--- src/rtl/mw_add_pkg.sv ---
// mw_add_pkg: state encoding and byte width shared by mw_add_seq and its adder.
package mw_add_pkg;
    localparam int BYTE_W = 8;
    typedef enum logic [1:0] {IDLE, RUN, DONE} state_t;
endpackage

--- src/rtl/mw_add_seq_if.sv ---
// mw_add_seq_if: request/result handshake bundle; i_sub exists only with MW_ADD_SEQ_SUB_EN.
interface mw_add_seq_if #(parameter int NBYTES = 4);
    import mw_add_pkg::*;
    logic                     i_valid;
    logic                     o_ready;
    logic [BYTE_W*NBYTES-1:0] i_a;
    logic [BYTE_W*NBYTES-1:0] i_b;
    logic                     i_cin;
`ifdef MW_ADD_SEQ_SUB_EN
    logic                     i_sub;
`endif
    logic                     o_valid;
    logic                     i_ready;
    logic [BYTE_W*NBYTES-1:0] o_sum;
    logic                     o_cout;
    modport slave (
        input  i_valid, i_a, i_b, i_cin, i_ready,
`ifdef MW_ADD_SEQ_SUB_EN
        input  i_sub,
`endif
        output o_ready, o_valid, o_sum, o_cout
    );
    modport master (
        output i_valid, i_a, i_b, i_cin, i_ready,
`ifdef MW_ADD_SEQ_SUB_EN
        output i_sub,
`endif
        input  o_ready, o_valid, o_sum, o_cout
    );
endinterface

--- src/rtl/mw_add_seq_adder.sv ---
// adder: plain 8-bit adder with carry-in and no carry-out.
module adder
    import mw_add_pkg::*;
(
    input  logic [BYTE_W-1:0] i_a,
    input  logic [BYTE_W-1:0] i_b,
    input  logic              i_cin,
    output logic [BYTE_W-1:0] o_s
);
    assign o_s = i_a + i_b + BYTE_W'(i_cin);
endmodule

--- src/rtl/mw_add_seq.sv ---
// mw_add_seq: byte-serial wide adder through one 8-bit adder, LSB first.
// Define MW_ADD_SEQ_SUB_EN to add i_sub (A-B computed as A+~B+1).
module mw_add_seq
    import mw_add_pkg::*;
#(
    parameter int NBYTES = 4
) (
    input logic         i_clk,
    input logic         i_rst,
    mw_add_seq_if.slave bus
);
    localparam int W     = BYTE_W * NBYTES;
    localparam int IDX_W = NBYTES > 1 ? $clog2(NBYTES) : 1;
    state_t            r_state, w_next;
    logic [W-1:0]      r_a, r_b, r_sum, w_b_in;
    logic [IDX_W-1:0]  r_idx;
    logic              r_carry, r_valid, r_live;
    logic              w_accept, w_last, w_handshake, w_cin0, w_cout;
    logic [BYTE_W-1:0] w_a_byte, w_b_byte, w_s;
`ifdef MW_ADD_SEQ_SUB_EN
    assign w_b_in = bus.i_sub ? ~bus.i_b : bus.i_b;
    assign w_cin0 = bus.i_sub | bus.i_cin;
`else
    assign w_b_in = bus.i_b;
    assign w_cin0 = bus.i_cin;
`endif
    assign w_accept    = r_state == IDLE && r_live && bus.i_valid;
    assign w_last      = r_idx == IDX_W'(NBYTES - 1);
    assign w_handshake = r_valid && bus.i_ready;
    assign w_a_byte    = r_a[r_idx*BYTE_W +: BYTE_W];
    assign w_b_byte    = r_b[r_idx*BYTE_W +: BYTE_W];
    // The adder has no carry port, so recover it from the operand and sum MSBs.
    assign w_cout = (w_a_byte[BYTE_W-1] & w_b_byte[BYTE_W-1]) |
                    ((w_a_byte[BYTE_W-1] ^ w_b_byte[BYTE_W-1]) & ~w_s[BYTE_W-1]);
    adder u_adder (
        .i_a   (w_a_byte),
        .i_b   (w_b_byte),
        .i_cin (r_carry),
        .o_s   (w_s)
    );
    always_comb begin
        w_next = r_state == IDLE ? (w_accept ? RUN : IDLE) :
                 r_state == RUN  ? (w_last ? DONE : RUN) :
                 (w_handshake ? IDLE : DONE);
    end
    // r_live keeps o_ready low until the first edge after reset release.
    always_ff @(posedge i_clk or posedge i_rst) begin
        if (i_rst) begin
            r_state <= IDLE;
            r_a     <= '0;
            r_b     <= '0;
            r_sum   <= '0;
            r_idx   <= '0;
            r_carry <= 1'b0;
            r_valid <= 1'b0;
            r_live  <= 1'b0;
        end else begin
            r_state <= w_next;
            r_live  <= 1'b1;
            r_valid <= r_state == DONE && !w_handshake;
            if (w_accept) begin
                r_a     <= bus.i_a;
                r_b     <= w_b_in;
                r_carry <= w_cin0;
                r_idx   <= '0;
            end else if (r_state == RUN) begin
                r_sum[r_idx*BYTE_W +: BYTE_W] <= w_s;
                r_carry <= w_cout;
                r_idx   <= r_idx + 1'b1;
            end
        end
    end
    assign bus.o_ready = r_state == IDLE && r_live;
    assign bus.o_valid = r_valid;
    assign bus.o_sum   = r_sum;
    assign bus.o_cout  = r_carry;
endmodule

--- src/flat_wrapper.sv ---
// flat-port wrapper written by rule: the top's interface ports become plain ports
module mw_add_seq_flat import mw_add_pkg::*;
#(
    parameter int NBYTES = 4
)
  (i_clk, i_rst, bus_i_valid, bus_i_a, bus_i_b, bus_i_cin, bus_i_ready, bus_o_ready, bus_o_valid, bus_o_sum, bus_o_cout);
  mw_add_seq_if #(.NBYTES(NBYTES)) bus_i ();
  input logic i_clk;
  input logic i_rst;
  input wire logic [$bits(bus_i.i_valid)-1:0] bus_i_valid;
  input wire logic [$bits(bus_i.i_a)-1:0] bus_i_a;
  input wire logic [$bits(bus_i.i_b)-1:0] bus_i_b;
  input wire logic [$bits(bus_i.i_cin)-1:0] bus_i_cin;
  input wire logic [$bits(bus_i.i_ready)-1:0] bus_i_ready;
  output wire logic [$bits(bus_i.o_ready)-1:0] bus_o_ready;
  output wire logic [$bits(bus_i.o_valid)-1:0] bus_o_valid;
  output wire logic [$bits(bus_i.o_sum)-1:0] bus_o_sum;
  output wire logic [$bits(bus_i.o_cout)-1:0] bus_o_cout;
  assign bus_i.i_valid = bus_i_valid;
  assign bus_i.i_a = bus_i_a;
  assign bus_i.i_b = bus_i_b;
  assign bus_i.i_cin = bus_i_cin;
  assign bus_i.i_ready = bus_i_ready;
  assign bus_o_ready = bus_i.o_ready;
  assign bus_o_valid = bus_i.o_valid;
  assign bus_o_sum = bus_i.o_sum;
  assign bus_o_cout = bus_i.o_cout;
  mw_add_seq #(.NBYTES(NBYTES)) u_core (.i_clk(i_clk), .i_rst(i_rst), .bus(bus_i));
endmodule
--- config.mk ---
export PLATFORM = sky130hd
export DESIGN_NAME = mw_add_seq_flat
export DESIGN_NICKNAME = d
export VERILOG_FILES = /design/src/rtl/mw_add_pkg.sv /design/src/rtl/mw_add_seq_if.sv /design/src/rtl/mw_add_seq_adder.sv /design/src/rtl/mw_add_seq.sv /design/src/flat_wrapper.sv
export SDC_FILE = /design/constraint.sdc
export NUM_CORES = 1
export LEC_CHECK = 0
export ABC_AREA = 0
export BUFFER_PORTS_ARGS = -buffer_cell sky130_fd_sc_hd__buf_2
export CORE_ASPECT_RATIO = 0.75
export CORE_MARGIN = 3
export CORE_UTILIZATION = 50
export CTS_CLUSTER_SIZE = 8
export DETAILED_ROUTE_END_ITERATION = 8
export PLACE_DENSITY = 0.74
export SYNTH_ARGS = -nofsm -noshare
export SYNTH_HDL_FRONTEND = slang
export SYNTH_HIERARCHICAL = 1
export SYNTH_SLANG_ARGS = --single-unit
--- constraint.sdc ---
create_clock -name i_clk -period 4.5 [get_ports i_clk]
set_clock_uncertainty 0.05 [all_clocks]
set_input_delay 0.225 -clock i_clk [delete_from_list [all_inputs] [get_ports i_clk]]
set_output_delay 0.225 -clock i_clk [all_outputs]
set_load 0.005 [all_outputs]
==> Implementation_results.wiki, run 1 <==
{| class="wikitable"
! Metric !! Value
|-
| Portion of the post-synthesis area used by sequential elements || 54.87%
|-
| Total wire length || 10050 um
|-
| Synth async-reset ratio || 100.0%
|-
| Clock latency on the worst-skew pair || 0.35 ns
|-
| Number of storage elements in the synthesis netlist || 103
|-
| Residual overflow from global routing || 0
|-
| Worst hold margin || 0.03961 ns
|-
| Aggregate negative setup slack || 0 ns
|-
| Die height || 89.94 um
|-
| Area of the placeable core || 8781 um2
|-
| Placer's final routability congestion estimate || 0.8481
|-
| Top library cells by usage in the layout, fill and taps aside || sky130_fd_sc_hd__buf_2 (103), sky130_fd_sc_hd__dfrtp_1 (103), sky130_fd_sc_hd__mux2_2 (59), sky130_fd_sc_hd__a22o_1 (32), sky130_fd_sc_hd__mux4_2 (16)
|-
| Pins Over Slew Limit || 0
|-
| Critical path class || flop to flop
|-
| Number of buffers inserted during clock tree synthesis || 9
|-
| Outcome || complete, no violations
|-
| Final worst-path cycle share || 78.98%
|-
| Count of antenna diodes in the layout || 0
|-
| Iteration-0 DRC count of the detailed router || 163
|-
| Critical path data required time || 4.65 ns
|-
| Post-route core utilization || 63.91%
|-
| Leading register cell type out of synthesis || sky130_fd_sc_hd__dfrtp_1
|-
| IO buf count || 103
|-
| Die Area || 10600 um2
|-
| Count of TritonRoute iterations in the first routing pass || 4
|-
| Proportion of netlist area held by the largest area contributor || 54.87%
|-
| Die span in x || 117.9 um
|-
| Ratio of cells with drive above 1 in the final layout || 48.11%
|-
| Vias in the first global route || 3146
|-
| Max-cap violation count || 0
|-
| Post-CTS Setup Bufs || 0
|-
| Number of vias in the routed layout || 2990
|-
| Total nets after synthesis || 396
|-
| Max-slew headroom at the worst pin || 42.40%
|-
| Resized cells post-CTS || 0
|-
| EDFF count, synth || 0
|-
| Remaining routing DRC violations || 0
|-
| Total number of nets in the final design || 502
|-
| Total count of hold-check failures in the final report || 0
|-
| TritonCTS Sinks || 103
|-
| Number of rows created at floorplan || 29
|-
| Critical Path Start Type || flop
|-
| Main area contributors after synthesis || sky130_fd_sc_hd__dfrtp_1 (55%), sky130_fd_sc_hd__mux2_2 (14%), sky130_fd_sc_hd__mux4_2 (7.7%), sky130_fd_sc_hd__a22o_1 (6.0%), sky130_fd_sc_hd__ha_1 (3.2%)
|-
| Critical path capture point type || flop
|-
| Root Driver || sky130_fd_sc_hd__clkbuf_16
|-
| Post-CTS clock slew at the launch and capture registers of the worst setup and hold paths || 0.07 ns
|-
| All-Layer GR Usage || 20.38%
|-
| I/O pin count || 104
|-
| Slew at the pin closest to its max-slew limit || 0.8640 ns
|-
| CTS tree || done
|-
| Half-perimeter wire length after placement || 7351 um
|-
| Mean post-synth cell area || 15.01 um2
|-
| Total chip power || 4680 uW
|-
| Pin count of the biggest net entering global routing || 70
|-
| Largest area contributor in the synthesized netlist || sky130_fd_sc_hd__dfrtp_1
|-
| Initial Util || 53.49%
|-
| Data arrival time at the worst-slack endpoint || 3.70 ns
|-
| Final Setup Violations || 0
|-
| Number of unique standard cell types used by synthesis || 40
|-
| Worst-case setup margin in the final layout || 0.9458 ns
|-
| Time the final worst path needs with I/O delays and setup || 3.554 ns
|-
| Post-synthesis instance area || 4697 um2
|-
| H-tree depth reported by CTS || 3
|-
| Worst setup slack before clock tree synthesis || 0.9676 ns
|-
| Hold WC Path Type || primary input to flop
|-
| Final routed wire length divided by cell count || 18.34 um
|-
| Total power divided by cell area || 833.9 nW/um2
|-
| Largest buffer count on any clock path || 2
|-
| Vias per cell || 5.456
|-
| Largest driver fanout on the critical path || 13
|-
| Ys Warns || 6
|-
| Worst VDD drop || 0.0004064 V
|-
| Post-DRT Antenna Nets || 0
|-
| Cell count after synthesis || 313
|-
| Wire length of the first global-routing pass || 16840 um
|-
| Max Freq || 0.2814 GHz
|-
| Layout overhead on the synthesized area || 19.47%
|-
| Static leakage power || 0.002624 uW
|-
| Initial antenna violation count || 0
|-
| Unrepaired setup endpoints after global routing || false
|}
## repair_timing
action / in CTS / in global routing
endpoints found under the hold margin: 57 / 0
hold buffers: 1 / 0
endpoints found under the setup margin: 0 / 0
## critical path: stages, from the launching register on
cell and delay, ns:
sky130_fd_sc_hd__dfrtp_1 0.73, sky130_fd_sc_hd__buf_4 0.37, sky130_fd_sc_hd__mux4_2 0.55, sky130_fd_sc_hd__ha_1 0.32, sky130_fd_sc_hd__a211oi_1 0.41, sky130_fd_sc_hd__nor3_1 0.10
sky130_fd_sc_hd__o2bb2ai_1 0.50, sky130_fd_sc_hd__nor2b_1 0.09, sky130_fd_sc_hd__nor3_1 0.17, sky130_fd_sc_hd__o31ai_1 0.10
## synth_stat cells (2+ instances only)
master	number
sky130_fd_sc_hd__nand2_1	13
sky130_fd_sc_hd__ha_1	12
sky130_fd_sc_hd__o21ai_0	2
sky130_fd_sc_hd__nand3b_1	2
sky130_fd_sc_hd__dfrtp_1	103
sky130_fd_sc_hd__buf_6	2
sky130_fd_sc_hd__o211ai_1	3
sky130_fd_sc_hd__mux4_2	16
sky130_fd_sc_hd__buf_2	8
sky130_fd_sc_hd__inv_1	8
sky130_fd_sc_hd__nand2b_1	2
sky130_fd_sc_hd__xor2_1	2
sky130_fd_sc_hd__buf_4	2
sky130_fd_sc_hd__nor2b_1	4
sky130_fd_sc_hd__nor3_1	2
sky130_fd_sc_hd__a21oi_1	7
sky130_fd_sc_hd__nor3b_1	2
sky130_fd_sc_hd__mux2_2	59
sky130_fd_sc_hd__nor2_1	4
sky130_fd_sc_hd__a22o_1	32
sky130_fd_sc_hd__mux2_1	5
sky130_fd_sc_hd__fa_1	2
sky130_fd_sc_hd__nor4b_4	3
sky130_fd_sc_hd__xnor2_1	2
## routing by layer
| metal | up-vias | wire length, um | GRT usage [%] |
|---|---|---|---|
| met5 | - | 0 | 0 |
| met4 | 0 | 167 | 7.122 |
| met3 | 17 | 622 | 6.148 |
| met2 | 86 | 4608 | 29.75 |
| met1 | 1486 | 4652 | 29.24 |
| li1 | 1401 | - | - |
## layout make-up
| type | instances | area (um2) |
|---|---|---|
| clock buffer | 11 | 232.7 |
| clock inverter | 5 | 35.03 |
| fill | 671 | 3169 |
| inverter | 8 | 32.53 |
| multi-input combinational | 189 | 2023 |
| sequential | 103 | 2577 |
| tap | 124 | 155.1 |
| timing repair buffer | 108 | 555.5 |
## power by group
group	total (uW)	leakage, uW	internal [uW]	switching (uW)
Combinational	2370	0.00122	1080	1290
Clock	705	0.000118	374	331
Sequential	1600	0.00129	1330	271
Total	4680	0.00262	2790	1890
## sequential cells by signal, indices dropped and copies added, names as in the netlist
register	count
u_core/r_b	32
u_core/r_state	2
u_core/r_live	1
u_core/r_a	32
u_core/r_idx	2
u_core/bus.o_valid	1
u_core/bus.o_cout	1
u_core/bus.o_sum	32
## worst paths after layout
kind | from | endpoint | slack (ns) | depth (start not counted)
max in group asynchronous | i_rst | u_core/r_b[21]$_DFFE_PP0P_ | 2.86 | 4
min reg2reg | u_core/r_b[2]$_DFFE_PP0P_ | u_core/r_b[2]$_DFFE_PP0P_ | 0.44 | 1
min in group asynchronous | i_rst | u_core/r_a[19]$_DFFE_PP0P_ | 0.49 | 3
max reg2reg | u_core/r_idx[0]$_DFFE_PP0P_ | u_core/bus.o_cout$_DFFE_PP0P_ | 0.95 | 9
max | u_core/r_idx[0]$_DFFE_PP0P_ | u_core/bus.o_cout$_DFFE_PP0P_ | 0.95 | 9
min | bus_i_b[3] | u_core/r_b[3]$_DFFE_PP0P_ | 0.04 | 2
## cells by family (layout without fill, tap and decap cells)
kind of cell | after synthesis | count (layout) | share of synthesized area [%]
compound gates | 54 | 54 | 9.137
xor+xnor | 4 | 4 | 0.7460
fa+ha+maj | 14 | 14 | 4.049
buf+inv | 21 | 132 | 2.371
flops | 103 | 103 | 54.87
mux | 80 | 80 | 23.02
other cells | 1 | 1 | 0.07984
simple gates | 36 | 36 | 5.727
## metrics by stage
step                      std cells  area, um2
after floorplan                 313       4697
after global placement          531       5334
after detailed placement        531       5334
after CTS                       548       5612
after global routing            548       5612
final                           548       5612
No activity file was read; power rests on OpenSTA's default activity.
==> run 2, diff against run 1 <==
Settings changed: CORE_UTILIZATION 50 to 49, PLACE_DENSITY 0.74 to 0.76.
Clock period 4.5 ns to 2.85 ns, I/O delays scaled along.
==> run 2 against run 1 <==
Net effect:
- core utilization grew 5.5 points
- die area grew 1.9%
- clock power grew 65%
- critical path depth is the same
- sequential power grew 57%
- worst hold slack lost 0.028 ns
- global-route usage grew 2.5 points
- worst setup slack lost 0.89 ns
- non-clock buffer count grew 69
- largest power group unchanged
==> Implementation_results.wiki, run 2 (synthesis results as in run 1) <==
{| class="wikitable"
! Metric !! Value
|-
| Number of cells traversed by the worst hold path || 2 (unchanged)
|-
| Total count of hold-check failures in the final report || 0 (unchanged)
|-
| Area of the placeable core || 9196 um2 (+4.7%)
|-
| Cell repeated most along the worst path || sky130_fd_sc_hd__fa_2
|-
| Clock share of power || 13.9% (-1.2 points)
|-
| Count of antenna diodes in the layout || 0 (unchanged)
|-
| Initial antenna violation count || 0 (unchanged)
|-
| Outcome || complete, no violations
|-
| Final non-filler cell area || 6387 um2 (+14%)
|-
| Initial Util || 51.07% (-2.4 points)
|-
| Count of buffering cells on the critical path with inverters included || 2 (+1)
|-
| Worst hold margin || 0.01155 ns (-0.02805 ns)
|-
| Half-perimeter wire length after placement || 7836 um (+6.6%)
|-
| Iteration-0 DRC count of the detailed router || 198 (+21%)
|-
| Cell with the largest stage delay on the worst path || sky130_fd_sc_hd__mux4_2
|-
| All-Layer GR Usage || 22.87% (+2.5 points)
|-
| Placer's final routability congestion estimate || 0.9246 (+9.0%)
|-
| Data arrival time at the worst-slack endpoint || 3.04 ns (-0.66 ns)
|-
| Number of buffers inserted during clock tree synthesis || 9 (unchanged)
|-
| Final worst-path cycle share || 98.17% (+19 points)
|-
| Layout overhead on the synthesized area || 35.99%
|-
| Pin count of the biggest net entering global routing || 67 (-4.3%)
|-
| Die Area || 10810 um2 (+1.9%)
|-
| Number of rows created at floorplan || 30 (+3.4%)
|-
| Critical path data required time || 3.09 ns (-1.56 ns)
|-
| Post-layout instance count excluding filler cells || 621 (+13%)
|-
| Vias in the first global route || 3541 (+13%)
|-
| Total wire length || 11620 um (+16%)
|-
| Number of vias in the routed layout || 3345 (+12%)
|-
| Max-cap violation count || 0 (unchanged)
|-
| Series of cell instances along the critical path || buf_4, mux4_2, fa_2, inv_1, fa_2, nor2b_4, o31a_1, o311ai_4, a22o_1
|-
| Cell type group with the largest total delay on the critical path || compound AO/OA/AOI/OAI gates
|-
| Max-slew headroom at the worst pin || 43.97% (+1.6 points)
|-
| Total number of nets in the final design || 571 (+14%)
|-
| Top library cells by usage in the layout, fill and taps aside || sky130_fd_sc_hd__buf_2 (103), sky130_fd_sc_hd__dfrtp_1 (102), sky130_fd_sc_hd__dlygate4sd3_1 (60), sky130_fd_sc_hd__mux2_2 (59), sky130_fd_sc_hd__a22o_1 (32)
|-
| Max Freq || 0.3574 GHz (+27%)
|-
| Worst VDD drop || 0.0007503 V (+85%)
|-
| Critical path class || flop to flop
|-
| Vias per cell || 5.386 (-1.3%)
|-
| IO buf count || 103 (unchanged)
|-
| Largest buffer count on any clock path || 2 (unchanged)
|-
| Worst reg2reg setup slack || 0.05 ns (-0.89 ns)
|-
| Cell internal pwr || 4954 uW (+78%)
|-
| Final Setup Violations || 0 (unchanged)
|-
| Static leakage power || 0.002941 uW (+12%)
|-
| Final routed wire length divided by cell count || 18.72 um (+2.1%)
|-
| Origin of the worst min-delay path || bus_i_a[25]
|-
| TritonCTS Sinks || 103 (unchanged)
|-
| H-tree depth reported by CTS || 3 (unchanged)
|-
| Count of placed standard cells including taps || 544 (+2.4%)
|-
| Reg2reg start || u_core/r_idx[0]$_DFFE_PP0P_
|-
| Critical Path Start Type || flop
|-
| Most common library cell in the layout ignoring fill and taps || sky130_fd_sc_hd__buf_2
|-
| Delay contributed by the slowest stage of the critical path || 0.51 ns (-0.22 ns)
|-
| Sink of the worst hold path || u_core/r_a[25]$_DFFE_PP0P_
|-
| Clock latency on the worst-skew pair || 0.35 ns (about the same)
|-
| Largest driver fanout on the critical path || 5 (-8)
|-
| Sequential fraction of design power || 30.3% (-3.9 points)
|-
| Die span in x || 119.1 um (+0.96%)
|-
| Wire length of the first global-routing pass || 19110 um (+13%)
|-
| Hold WC Path Type || primary input to flop
|-
| Unrepaired setup endpoints after global routing || true
|-
| Residual overflow from global routing || 0 (unchanged)
|-
| Time the final worst path needs with I/O delays and setup || 2.798 ns (-0.7562 ns)
|-
| Capturing point of the worst reg2reg path || u_core/bus.o_sum[22]$_DFFE_PP0P_
|-
| Total power divided by cell area || 1298 nW/um2 (+56%)
|-
| Switching power of the nets || 3338 uW (+77%)
|-
| Switching share of total power || 40.26% (-0.15 points)
|-
| Post-DRT Antenna Nets || 0 (unchanged)
|-
| Pins Over Slew Limit || 0 (unchanged)
|-
| Area after DPL || 5434 um2 (+1.9%)
|-
| Number of cells on the worst reg-to-reg path || 9 (unchanged)
|-
| Slew at the pin closest to its max-slew limit || 0.8387 ns (-0.02529 ns)
|-
| Count of TritonRoute iterations in the first routing pass || 4 (unchanged)
|-
| I/O pin count || 104 (unchanged)
|-
| Part of the total power dissipated in combinational logic || 55.7% (+5.0 points)
|-
| Post-CTS clock slew at the launch and capture registers of the worst setup and hold paths || 0.07 ns (about the same)
|-
| Die height || 90.79 um (+0.95%)
|-
| Root Driver || sky130_fd_sc_hd__clkbuf_16
|-
| Remaining routing DRC violations || 0 (unchanged)
|-
| Critical path capture point type || flop
|-
| CTS tree || done
|-
| Ratio of cells with drive above 1 in the final layout || 45.84% (-2.3 points)
|}
## run 2: worst max-delay path by stage
stage | startpoint | to | slack (ns) | cells past startpoint
CTS | u_core/r_idx[0]$_DFFE_PP0P_ | u_core/bus.o_sum[22]$_DFFE_PP0P_ | 0.03 | 8
floorplan | u_core/r_idx[0]$_DFFE_PP0P_ | u_core/bus.o_sum[22]$_DFFE_PP0P_ | -0.02 | 10
global route | u_core/r_idx[0]$_DFFE_PP0P_ | u_core/bus.o_sum[22]$_DFFE_PP0P_ | -0.02 | 9
global placement | u_core/r_idx[0]$_DFFE_PP0P_ | u_core/bus.o_sum[21]$_DFFE_PP0P_ | 0.09 | 7
finish | u_core/r_idx[0]$_DFFE_PP0P_ | u_core/bus.o_sum[22]$_DFFE_PP0P_ | 0.05 | 9
detailed placement | u_core/r_idx[0]$_DFFE_PP0P_ | u_core/bus.o_sum[22]$_DFFE_PP0P_ | 0.07 | 7
## run 2: worst reg2reg max path: stages, from the launching register on
cell and delay, ns:
sky130_fd_sc_hd__dfrtp_2 0.43, sky130_fd_sc_hd__buf_4 0.14, sky130_fd_sc_hd__mux4_2 0.51, sky130_fd_sc_hd__fa_2 0.41, sky130_fd_sc_hd__inv_1 0.10, sky130_fd_sc_hd__fa_2 0.25
sky130_fd_sc_hd__nor2b_4 0.06, sky130_fd_sc_hd__o31a_1 0.28, sky130_fd_sc_hd__o311ai_4 0.31, sky130_fd_sc_hd__a22o_1 0.21
## run 2: power by group through the flow
stage | sequential (uW) | combinational [uW] | clock (uW)
4_1_cts | 2520 | 4230 | 1180
5_1_grt | 2600 | 4950 | 1230
2_1_floorplan | 2380 | 2820 | 0
3_5_place_dp | 2530 | 4130 | 0
3_3_place_gp | 2500 | 4030 | 0
6_report | 2510 | 4620 | 1160
## run 2: area by class of cell
class	count	area [um2]
Fill cell	643	2809
Sequential cell	103	2579
Multi-Input combinational cell	189	2093
Timing Repair Buffer	177	1241
Clock buffer	9	225.2
Tap cell	128	160.2
Clock inverter	7	55.05
Inverter	8	33.78
## run 2: per-stage QoR
stage / TNS, ns / util (%) / total power, uW / setup slack (ns)
after floorplan: -0.01550 / - / 5206 / -0.01550
after global placement: 0 / 59.09 / 6532 / 0.09447
after detailed placement: 0 / 59.09 / 6666 / 0.07090
after CTS: 0 / 68.67 / 7926 / 0.03400
after global routing: -0.02493 / 69.46 / 8779 / -0.02493
final: 0 / 69.46 / 8292 / 0.05207
## run 2: what timing repair did
item | in CTS | in global routing
resized for setup | 0 | 9
hold buffers | 60 | 0
setup endpoints to repair | 0 | 13
setup buffers | 0 | 1
hold endpoints to repair | 96 | 0
## run 2: routing by layer
metal	GRT usage, %	up-vias	part of all wire, %
met5	0	-	0
met1	32.26	1698	45
li1	-	1527	-
met2	35.64	108	48
met3	5.322	12	5.3
met4	6.654	0	1.2
